## src/rtl/hash_req_arbiter.sv

```systemverilog
`default_nettype none
// +----------------------------------------------------------------------------+
// | Module   : hash_req_arbiter                                                |
// | Purpose  : Shares one hash core among NUM_REQ message sources. A requester |
// |            is picked round-robin, its grant is locked for the whole        |
// |            message, its bytes are passed to the core under valid/ready,   |
// |            and the core digest is returned tagged with the requester id.  |
// | Ports    : clk, rst_n (async, active-low)                                  |
// |            req_valid/req_len/req_byte/req_byte_valid  per-requester in     |
// |            req_byte_ready, grant                      per-requester out    |
// |            rsp_valid/rsp_id/rsp_digest/rsp_err        response out         |
// |            core_m_valid/core_message/core_counter     to hash core         |
// |            core_byte_ready/core_hash_ready/core_digest from hash core      |
// | Options  : define HASH_ARB_TIMEOUT_EN to build the digest watchdog         |
// |            (TIMEOUT_CYCLES); without it WAIT holds until the core answers. |
// | Revision : 1.0  initial release                                            |
// +----------------------------------------------------------------------------+
module hash_req_arbiter #(
  parameter int NUM_REQ        = 4,
  parameter int ID_W           = $clog2(NUM_REQ),
  parameter int TIMEOUT_CYCLES = 1024
) (
  input  logic                  clk,
  input  logic                  rst_n,
  input  logic [NUM_REQ-1:0]    req_valid,
  input  logic [NUM_REQ*64-1:0] req_len,
  input  logic [NUM_REQ*8-1:0]  req_byte,
  input  logic [NUM_REQ-1:0]    req_byte_valid,
  output logic [NUM_REQ-1:0]    req_byte_ready,
  output logic [NUM_REQ-1:0]    grant,
  output logic                  rsp_valid,
  output logic [ID_W-1:0]       rsp_id,
  output logic [31:0]           rsp_digest,
  output logic                  rsp_err,
  output logic                  core_m_valid,
  output logic [7:0]            core_message,
  output logic [63:0]           core_counter,
  input  logic                  core_byte_ready,
  input  logic                  core_hash_ready,
  input  logic [31:0]           core_digest
);

  localparam logic [1:0] S_IDLE   = 2'd0;
  localparam logic [1:0] S_STREAM = 2'd1;
  localparam logic [1:0] S_WAIT   = 2'd2;
  localparam logic [1:0] S_RESP   = 2'd3;

  logic [1:0]         state_q,     state_d;
  logic [ID_W-1:0]    rr_ptr_q,    rr_ptr_d;
  logic [ID_W-1:0]    gnt_idx_q,   gnt_idx_d;
  logic [NUM_REQ-1:0] grant_q,     grant_d;
  logic [63:0]        remaining_q, remaining_d;
  logic [63:0]        counter_q,   counter_d;
  logic [31:0]        digest_q,    digest_d;
  logic               err_q,       err_d;

  // Unpacked views of the flattened per-requester buses.
  logic [63:0] len_arr  [NUM_REQ];
  logic [7:0]  byte_arr [NUM_REQ];

  for (genvar gi = 0; gi < NUM_REQ; gi++) begin : g_slice
    assign len_arr[gi]  = req_len[64*gi +: 64];
    assign byte_arr[gi] = req_byte[8*gi +: 8];
  end

  // Round-robin search: first set req_valid bit at or above rr_ptr, wrapping.
  logic            pick_found;
  logic [ID_W-1:0] pick_idx;
  logic [ID_W-1:0] scan_idx;

  always_comb begin
    pick_found = 1'b0;
    pick_idx   = '0;
    scan_idx   = '0;
    for (int k = 0; k < NUM_REQ; k++) begin
      scan_idx = ID_W'((int'(rr_ptr_q) + k) % NUM_REQ);
      if (!pick_found && req_valid[scan_idx]) begin
        pick_found = 1'b1;
        pick_idx   = scan_idx;
      end
    end
  end

  logic sel_byte_valid;
  logic xfer;

  assign sel_byte_valid = req_byte_valid[gnt_idx_q];
  assign xfer           = (state_q == S_STREAM) && sel_byte_valid && core_byte_ready;

  logic timeout_hit;

`ifdef HASH_ARB_TIMEOUT_EN
  // Counter is held at zero outside WAIT, so it restarts on every WAIT entry.
  logic [31:0] wait_cnt_q, wait_cnt_d;

  always_comb begin
    wait_cnt_d = '0;
    if (state_q == S_WAIT) begin
      wait_cnt_d = wait_cnt_q + 32'd1;
    end
  end

  always_ff @(posedge clk or negedge rst_n) begin
    if (!rst_n) begin
      wait_cnt_q <= '0;
    end else begin
      wait_cnt_q <= wait_cnt_d;
    end
  end

  // Fires during the TIMEOUT_CYCLES-th WAIT cycle.
  assign timeout_hit = (state_q == S_WAIT) && (wait_cnt_q == 32'(TIMEOUT_CYCLES - 1));
`else
  assign timeout_hit = 1'b0;
`endif

  // State register.
  always_ff @(posedge clk or negedge rst_n) begin
    if (!rst_n) begin
      state_q     <= S_IDLE;
      rr_ptr_q    <= '0;
      gnt_idx_q   <= '0;
      grant_q     <= '0;
      remaining_q <= '0;
      counter_q   <= '0;
      digest_q    <= '0;
      err_q       <= 1'b0;
    end else begin
      state_q     <= state_d;
      rr_ptr_q    <= rr_ptr_d;
      gnt_idx_q   <= gnt_idx_d;
      grant_q     <= grant_d;
      remaining_q <= remaining_d;
      counter_q   <= counter_d;
      digest_q    <= digest_d;
      err_q       <= err_d;
    end
  end

  // Next-state logic.
  always_comb begin
    state_d     = state_q;
    rr_ptr_d    = rr_ptr_q;
    gnt_idx_d   = gnt_idx_q;
    grant_d     = grant_q;
    remaining_d = remaining_q;
    counter_d   = counter_q;
    digest_d    = digest_q;
    err_d       = err_q;

    case (state_q)
      S_IDLE: begin
        if (pick_found) begin
          grant_d     = NUM_REQ'(1) << pick_idx;
          gnt_idx_d   = pick_idx;
          remaining_d = len_arr[pick_idx];
          counter_d   = len_arr[pick_idx];
          rr_ptr_d    = (pick_idx == ID_W'(NUM_REQ - 1)) ? '0 : pick_idx + ID_W'(1);
          digest_d    = '0;
          // A zero-length message never touches the core.
          if (len_arr[pick_idx] == 64'd0) begin
            err_d   = 1'b1;
            state_d = S_RESP;
          end else begin
            err_d   = 1'b0;
            state_d = S_STREAM;
          end
        end
      end

      S_STREAM: begin
        if (xfer) begin
          remaining_d = remaining_q - 64'd1;
          if (remaining_q == 64'd1) begin
            state_d = S_WAIT;
          end
        end
      end

      S_WAIT: begin
        // A digest arriving on the expiry cycle takes priority.
        if (core_hash_ready) begin
          digest_d = core_digest;
          err_d    = 1'b0;
          state_d  = S_RESP;
        end else if (timeout_hit) begin
          digest_d = '0;
          err_d    = 1'b1;
          state_d  = S_RESP;
        end
      end

      S_RESP: begin
        grant_d = '0;
        state_d = S_IDLE;
      end

      default: begin
        state_d = S_IDLE;
      end
    endcase
  end

  // Output logic.
  always_comb begin
    grant          = grant_q;
    core_counter   = counter_q;
    rsp_valid      = 1'b0;
    rsp_id         = '0;
    rsp_digest     = '0;
    rsp_err        = 1'b0;
    core_m_valid   = 1'b0;
    core_message   = '0;
    req_byte_ready = '0;

    case (state_q)
      S_STREAM: begin
        core_m_valid = sel_byte_valid;
        core_message = byte_arr[gnt_idx_q];
        if (core_byte_ready) begin
          req_byte_ready = NUM_REQ'(1) << gnt_idx_q;
        end
      end
      S_RESP: begin
        rsp_valid  = 1'b1;
        rsp_id     = gnt_idx_q;
        rsp_digest = digest_q;
        rsp_err    = err_q;
      end
      default: begin
      end
    endcase
  end

endmodule
`default_nettype wire

```

## config.mk

```make
export PLATFORM = sky130hd
export DESIGN_NAME = hash_req_arbiter
export DESIGN_NICKNAME = d
export VERILOG_FILES = /design/src/rtl/hash_req_arbiter.sv
export SDC_FILE = /design/constraint.sdc
export NUM_CORES = 1
export LEC_CHECK = 0
export CORE_AREA = 5 5 172 174
export CTS_CLUSTER_SIZE = 12
export DETAILED_ROUTE_END_ITERATION = 8
export DIE_AREA = 0 0 177 179
export PLACE_DENSITY_LB_ADDON = 0.1
export SYNTH_ARGS = -nofsm -noshare
export SYNTH_HDL_FRONTEND = slang
export SYNTH_SLANG_ARGS = --single-unit
```

## constraint.sdc

```tcl
create_clock -name clk -period 7.66 [get_ports clk]
set_clock_uncertainty 0.15 [all_clocks]
set_input_delay 0.766 -clock clk [delete_from_list [all_inputs] [get_ports clk]]
set_output_delay 0.766 -clock clk [all_outputs]
set_load 0.02 [all_outputs]
```

==> results of run 1 <==
power by group:
group / internal [mW] / leakage, nW / switching [mW] / total, mW
logic: 1.50 / 4.31 / 2.11 / 3.60
clock network: 0.435 / 0.274 / 0.434 / 0.869
registers: 1.34 / 2.12 / 0.374 / 1.72
worst max-delay path: stages:
cell,delay [ns]
clkdlybuf4s50_1,0.48
mux2i_1,0.18
nor2_1,0.05
nor3_1,0.67
inv_6,0.38
buf_4,0.42
mux2i_1,0.23
mux2_2,0.22
nand4_1,0.21
nor4_1,0.73
nand4_1,0.22
o31ai_1,0.22
registers in the layout (all words and copies together), names as in the netlist:
signal,cells
rr_ptr_q,2
core_counter,64
remaining_q,64
state_q,2
digest_q,32
grant,4
err_q,1
gnt_idx_q,2
layout make-up:
type | count | area (µm²) | area share
diodes | 12 | 30.0 | 0.00184
flip-flops and latches | 171 | 4280 | 0.262
clock inverters | 15 | 148 | 0.00904
inverters | 23 | 91.3 | 0.00559
clock buffers | 17 | 425 | 0.0260
well taps | 378 | 473 | 0.0290
repair buffers | 463 | 4600 | 0.281
multi-input cells | 927 | 6290 | 0.385
cells in the mapped netlist, drive strengths merged (2+ instances only):
master | n | share of area
dfrtp | 171 | 0.39
nand2 | 141 | 0.048
mux2i | 131 | 0.12
o21ai | 127 | 0.058
a21oi | 71 | 0.032
nor2 | 69 | 0.024
clkbuf | 65 | 0.023
mux2 | 64 | 0.066
a22o | 51 | 0.041
and2 | 47 | 0.027
nor3 | 29 | 0.013
inv | 23 | 0.0079
nor4 | 23 | 0.013
nand4 | 22 | 0.013
buf | 21 | 0.011
nand3 | 21 | 0.0096
o22ai | 15 | 0.0085
a31oi | 12 | 0.0068
ha | 11 | 0.013
or4 | 11 | 0.0087
mux4 | 9 | 0.018
or3 | 9 | 0.0056
o22a | 7 | 0.0056
o31ai | 7 | 0.0048
nor2b | 6 | 0.0034
and3 | 5 | 0.0028
nand2b | 5 | 0.0028
o21a | 5 | 0.0034
o2bb2ai | 5 | 0.0040
nand4b | 4 | 0.0032
nand3b | 3 | 0.0021
o32ai | 3 | 0.0024
a21o | 2 | 0.0014
through the flow:
stage               power (mW)  std cells
global route              6.57       2002
detailed placement        5.30       1962
finish                    6.19       2006
CTS                       6.17       1994
global placement          5.25       1962
floorplan                 3.91       1207
logic make-up after synthesis:
| logic type | Yosys count |
|---|---|
| compound gates | 312 |
| fa+ha+maj | 11 |
| buf+inv | 109 |
| flops | 171 |
| mux | 204 |
| simple gates | 400 |
worst paths after layout:
| check | from | to | slack, ns | cells past startpoint |
|---|---|---|---|---|
| max in group asynchronous | rst_n | remaining_q[15]$_DFFE_PN0P_ | 5.76 | 2 |
| min in group clk | core_counter[28]$_DFFE_PN0P_ | core_counter[28]$_DFFE_PN0P_ | 0.33 | 2 |
| hold / removal | rst_n | remaining_q[5]$_DFFE_PN0P_ | 0.23 | 1 |
| setup / recovery | req_valid[2] | err_q$_DFFE_PN0P_ | 2.98 | 12 |
| setup reg to reg | rr_ptr_q[1]$_DFFE_PN0P_ | err_q$_DFFE_PN0P_ | 3.30 | 11 |
| hold reg to reg | core_counter[28]$_DFFE_PN0P_ | core_counter[28]$_DFFE_PN0P_ | 0.33 | 2 |
routing by layer:
metal / routed length, µm / GRT usage / up-vias
met5: 12 / 0.00160 / -
met4: 1140 / 0.102 / 2
met3: 3810 / 0.0774 / 69
met2: 24000 / 0.476 / 459
met1: 21000 / 0.397 / 5587
li1: - / - / 5233
==> results.sh, run 1 <==
export IMPL_yosysWarnings=0
export IMPL_critical_path_startpoint_type="input pin"
export IMPL_synth_edf_count=0
export IMPL_synth_top_family_by_area="multiplexers"
export IMPL_via_per_inst=5.66
export IMPL_rows=61
export IMPL_antenna_left=0
export IMPL_grt_max_degree=92
export IMPL_max_slew_margin=0.271
export IMPL_root_buffer="clkbuf_16"
export IMPL_io_buffers=448
export IMPL_io_pins=449
export IMPL_grt_pass1_wl_um=71600
export IMPL_drive_gt1_frac=0.0842
export IMPL_h_tree_depth=4
export IMPL_worst_pin_slew_ns=1.09
export IMPL_coreArea_um2=27600
export IMPL_cts_setup_buffers=0
export IMPL_antenna_found_initial=12
export IMPL_rsz0062_at_grt="false"
export IMPL_cap_viol_max_count=0
export IMPL_synth_ff_type="dfrtp_1"
export IMPL_required_ns=7.83
export IMPL_final_common_cell="clkdlybuf4s50_1"
export IMPL_async_flop_share=1.00
export IMPL_final_cell_mix="clkdlybuf4s50_1 (447), dfrtp_1 (171), nand2_1 (141), mux2i_1 (131), o21ai_0 (126)"
export IMPL_synth_simple_area_share=0.180
export IMPL_setup_ws_ns=2.98
export IMPL_yosys_area_share_xor_xnor=0
export IMPL_tns_ns=0
export IMPL_syn_to_final_growth_pct=48.7
export IMPL_synth_compound_area_share=0.173
export IMPL_status="completed"
export IMPL_p_per_area_nw_per_um2=379
export IMPL_finish_utilization=0.591
export IMPL_stdcell_area_um2=16300
export IMPL_clk_latency_ns=0.43
export IMPL_gp_congestion=0.904
export IMPL_fillers=2452
export IMPL_hold_ws_ns=0.233
export IMPL_ir_drop_mv=0.169
export IMPL_min_period_ns=4.68
export IMPL_cts_buffers=17
export IMPL_grt_pass1_vias=10900
export IMPL_synth_fa_ha_area_frac=0.0125
export IMPL_overflow=0
export IMPL_die_w_um=177
export IMPL_seq_area_frac_synth=0.390
export IMPL_tritoncts="built"
export IMPL_clockBufferDepth=2
export IMPL_yosysUniqueCellTypes=54
export IMPL_leakagePower_nw=6.70
export IMPL_dp_worst_setup_slack_ns=2.69
export IMPL_crit_path_max_fanout=44
export IMPL_dr_pass1_iters=5
export IMPL_path_clk_slew_ns=0.08
export IMPL_period_share=0.611
export IMPL_cts_resized_gates=0
export IMPL_hold_class="in -> async"
export IMPL_drc=0
export IMPL_crit_arrival_ns=4.85
export IMPL_synth_seq_cells=171
export IMPL_layout_nets=1946
export IMPL_hold_violations=0
export IMPL_synthMuxAreaShare=0.203
export IMPL_num_vias=11400
export IMPL_syn_avg_cell_area_um2=9.10
export IMPL_start_util=0.398
export IMPL_hpwl_um=39300
export IMPL_slew_viol_final=0
export IMPL_fmax_mhz=214
export IMPL_synth_fp_nets=1550
export IMPL_netlist_instances=1207
export IMPL_dpl_cell_area_um2=15700
export IMPL_drt_wirelength_per_cell_um=24.9
export IMPL_die_h_um=179
export IMPL_wl_um=50000
export IMPL_finalSetupViolCount=0
export IMPL_critical_path_class="in -> reg"
export IMPL_drt_iter0_drc=1046
export IMPL_grt_total_usage=0.299
export IMPL_end_kind="flop"
export IMPL_syn_area_um2=11000
export IMPL_die_area_um2=31700
export IMPL_cts_sinks=171
export IMPL_postCtsHoldBufs=0
Note: power is estimated with default switching activity, not from simulation.
==> run 2, diff against run 1 <==
--- a/config.mk
+++ b/config.mk
@@ -5,10 +5,10 @@
 export SDC_FILE = /design/constraint.sdc
 export NUM_CORES = 1
 export LEC_CHECK = 0
-export CORE_AREA = 5 5 172 174
+export CORE_MARGIN = 5
+export CORE_UTILIZATION = 40
 export CTS_CLUSTER_SIZE = 12
 export DETAILED_ROUTE_END_ITERATION = 8
-export DIE_AREA = 0 0 177 179
 export PLACE_DENSITY_LB_ADDON = 0.1
 export SYNTH_ARGS = -nofsm -noshare
 export SYNTH_HDL_FRONTEND = slang
==> constraint.sdc (replaced) <==
create_clock -name clk -period 4 [get_ports clk]
set_clock_uncertainty 0.15 [all_clocks]
set_input_delay 0.4 -clock clk [delete_from_list [all_inputs] [get_ports clk]]
set_output_delay 0.4 -clock clk [all_outputs]
set_load 0.02 [all_outputs]
==> run 2 against run 1 <==
Wire length down 0.55%. Die area decreased by 2.6%. Total power grew 96%. Utilization up 2.2 points. Via count up 0.81%. Critical path depth down 3. Sequential power grew 89%. Worst setup slack worse by 2.7 ns. Combinational power rose by 98%. Global-route usage up 1.1 points.
==> results.sh, run 2 (same netlist as run 1, synthesis figures left out) <==
export IMPL_max_stage_delay_ns=0.73
export IMPL_final_common_cell="clkdlybuf4s50_1"
export IMPL_worstRegToRegCells=9
export IMPL_start_util=0.406
export IMPL_antenna_left=0
export IMPL_globalRouteMet3Util=0.0732
export IMPL_dp_worst_setup_slack_ns=0.206
export IMPL_end_kind="flop"
export IMPL_worstReg2RegStart="remaining_q[20]$_DFFE_PN0P_"
export IMPL_via_per_inst=5.76
export IMPL_io_pins=449
export IMPL_hold_path_end="core_counter[47]$_DFFE_PN0P_"
export IMPL_critical_path_top_delay_family="simple AND/OR/NAND/NOR gates"
export IMPL_cts_buffers=17
export IMPL_min_path_cells=2
export IMPL_critical_path_class="reg -> reg"
export IMPL_drive_gt1_frac=0.0986
export IMPL_num_vias=11400
export IMPL_root_buffer="clkbuf_16"
export IMPL_r2r_end="remaining_q[53]$_DFFE_PN0P_"
export IMPL_gp_congestion=0.934
export IMPL_rows=60
export IMPL_cts_sinks=171
export IMPL_ir_drop_mv=0.519
export IMPL_final_cell_mix="clkdlybuf4s50_1 (447), dfrtp_1 (171), nand2_1 (141), mux2i_1 (131), o21ai_0 (126)"
export IMPL_finalSetupViolCount=0
export IMPL_stdcell_area_um2=16600
export IMPL_required_ns=4.18
export IMPL_max_slew_margin=0.305
export IMPL_tritoncts="built"
export IMPL_drt_iter0_drc=1270
export IMPL_leakagePower_nw=6.88
export IMPL_cp_slowest_cell="or4_2"
export IMPL_cp_cell_sequence="or4_2, or4_1, nor4_1, nand3_1, nor2_1, nand2_1, o31ai_1, nand2_1, a22o_1"
export IMPL_p_sw_mw=5.60
export IMPL_path_clk_slew_ns=0.08
export IMPL_power_frac_comb=0.590
export IMPL_cap_viol_max_count=0
export IMPL_tns_ns=0
export IMPL_total_power_mw=12.1
export IMPL_setup_ws_ns=0.233
export IMPL_hold_violations=0
export IMPL_gr_usage_met1=0.419
export IMPL_hold_class="reg -> reg"
export IMPL_wl_um=49700
export IMPL_hpwl_um=39600
export IMPL_crit_path_max_fanout=6
export IMPL_intPower_mw=6.50
export IMPL_dr_pass1_iters=6
export IMPL_slew_viol_final=0
export IMPL_grt_total_usage=0.310
export IMPL_h_tree_depth=4
export IMPL_p_seq_frac=0.268
export IMPL_coreArea_um2=27000
export IMPL_drt_wirelength_per_cell_um=25.0
export IMPL_min_period_ns=3.77
export IMPL_die_h_um=176
export IMPL_status="completed"
export IMPL_cpMostUsedCell="nand2_1"
export IMPL_die_area_um2=30900
export IMPL_drc=0
export IMPL_grt_max_degree=88
export IMPL_p_clk_frac=0.142
export IMPL_crit_arrival_ns=3.95
export IMPL_period_share=0.942
export IMPL_use_met2=0.500
export IMPL_cts_setup_buffers=0
export IMPL_rsz0062_at_grt="false"
export IMPL_critical_path_startpoint_type="flop"
export IMPL_grt_pass1_vias=11000
export IMPL_dpl_cell_area_um2=16000
export IMPL_worst_pin_slew_ns=1.04
export IMPL_busiest_layer="met2"
export IMPL_p_per_area_nw_per_um2=730
export IMPL_layout_nets=1973
export IMPL_clk_latency_ns=0.44
export IMPL_grt_pass1_wl_um=72800
export IMPL_die_w_um=176
export IMPL_fmax_mhz=265
export IMPL_overflow=0
export IMPL_worstHoldStart="core_counter[47]$_DFFE_PN0P_"
export IMPL_sw_frac_of_total=0.463
export IMPL_syn_to_final_growth_pct=51.0
export IMPL_worst_path_buf_inv=0
export IMPL_hold_ws_ns=0.331
export IMPL_clockBufferDepth=2
export IMPL_io_buffers=448
export IMPL_rrSetupSlack_ns=0.23
export IMPL_antenna_found_initial=5
==> run 2: area by class of cell <==
cell class	instances	area [µm²]
diodes	2	5.00
clock inverters	15	173
flip-flops and latches	171	4280
multi-input cells	927	6290
inverters	23	91.3
clock buffers	17	425
fillers	2289	10400
repair buffers	490	4890
well taps	341	427
==> run 2: how the worst max path moves through the flow <==
stage | from | end | slack [ns] | cells after the start
global placement | req_valid[2] | err_q$_DFFE_PN0P_ | 0.31 | 13
detailed placement | req_valid[2] | err_q$_DFFE_PN0P_ | 0.21 | 13
global route | remaining_q[20]$_DFFE_PN0P_ | remaining_q[55]$_DFFE_PN0P_ | 0.06 | 9
CTS | remaining_q[20]$_DFFE_PN0P_ | remaining_q[53]$_DFFE_PN0P_ | 0.30 | 9
finish | remaining_q[20]$_DFFE_PN0P_ | remaining_q[53]$_DFFE_PN0P_ | 0.23 | 9
floorplan | remaining_q[18]$_DFFE_PN0P_ | remaining_q[52]$_DFFE_PN0P_ | 0.71 | 9
==> run 2: power groups by stage <==
stage | combinational [mW] | clock [mW] | sequential, mW
6_report | 7.14 | 1.72 | 3.25
5_1_grt | 7.68 | 1.83 | 3.34
4_1_cts | 7.11 | 1.75 | 3.22
3_5_place_dp | 7.07 | 0 | 3.26
3_3_place_gp | 7.00 | 0 | 3.21
2_1_floorplan | 4.00 | 0 | 3.48
==> run 2: metal layers <==
| layer | part of all wire | vias up |
|---|---|---|
| met5 | 0.00097 | - |
| met4 | 0.029 | 6 |
| met3 | 0.072 | 76 |
| met2 | 0.47 | 533 |
| met1 | 0.43 | 5557 |
| li1 | - | 5270 |
==> run 2: worst reg2reg max path, cell delays in order (launching register included) <==
cell and delay [ns]:
dfrtp_1 0.44, or4_2 0.73, or4_1 0.54, nor4_1 0.64, nand3_1 0.20, nor2_1 0.27
nand2_1 0.14, o31ai_1 0.23, nand2_1 0.09, a22o_1 0.24
==> run 2: repair_timing <==
| action | 4_1_cts | 5_1_grt |
|---|---|---|
| endpoints found under the hold margin | 83 | 0 |
| hold buffers | 1 | 0 |
| gates resized for setup | 0 | 0 |
==> run 2: metrics by stage <==
stage / util / std cells
after floorplan: - / 1207
after global placement: 0.591 / 1951
after detailed placement: 0.591 / 1951
after CTS: 0.613 / 1984
after global routing: 0.614 / 1986
final: 0.614 / 1986
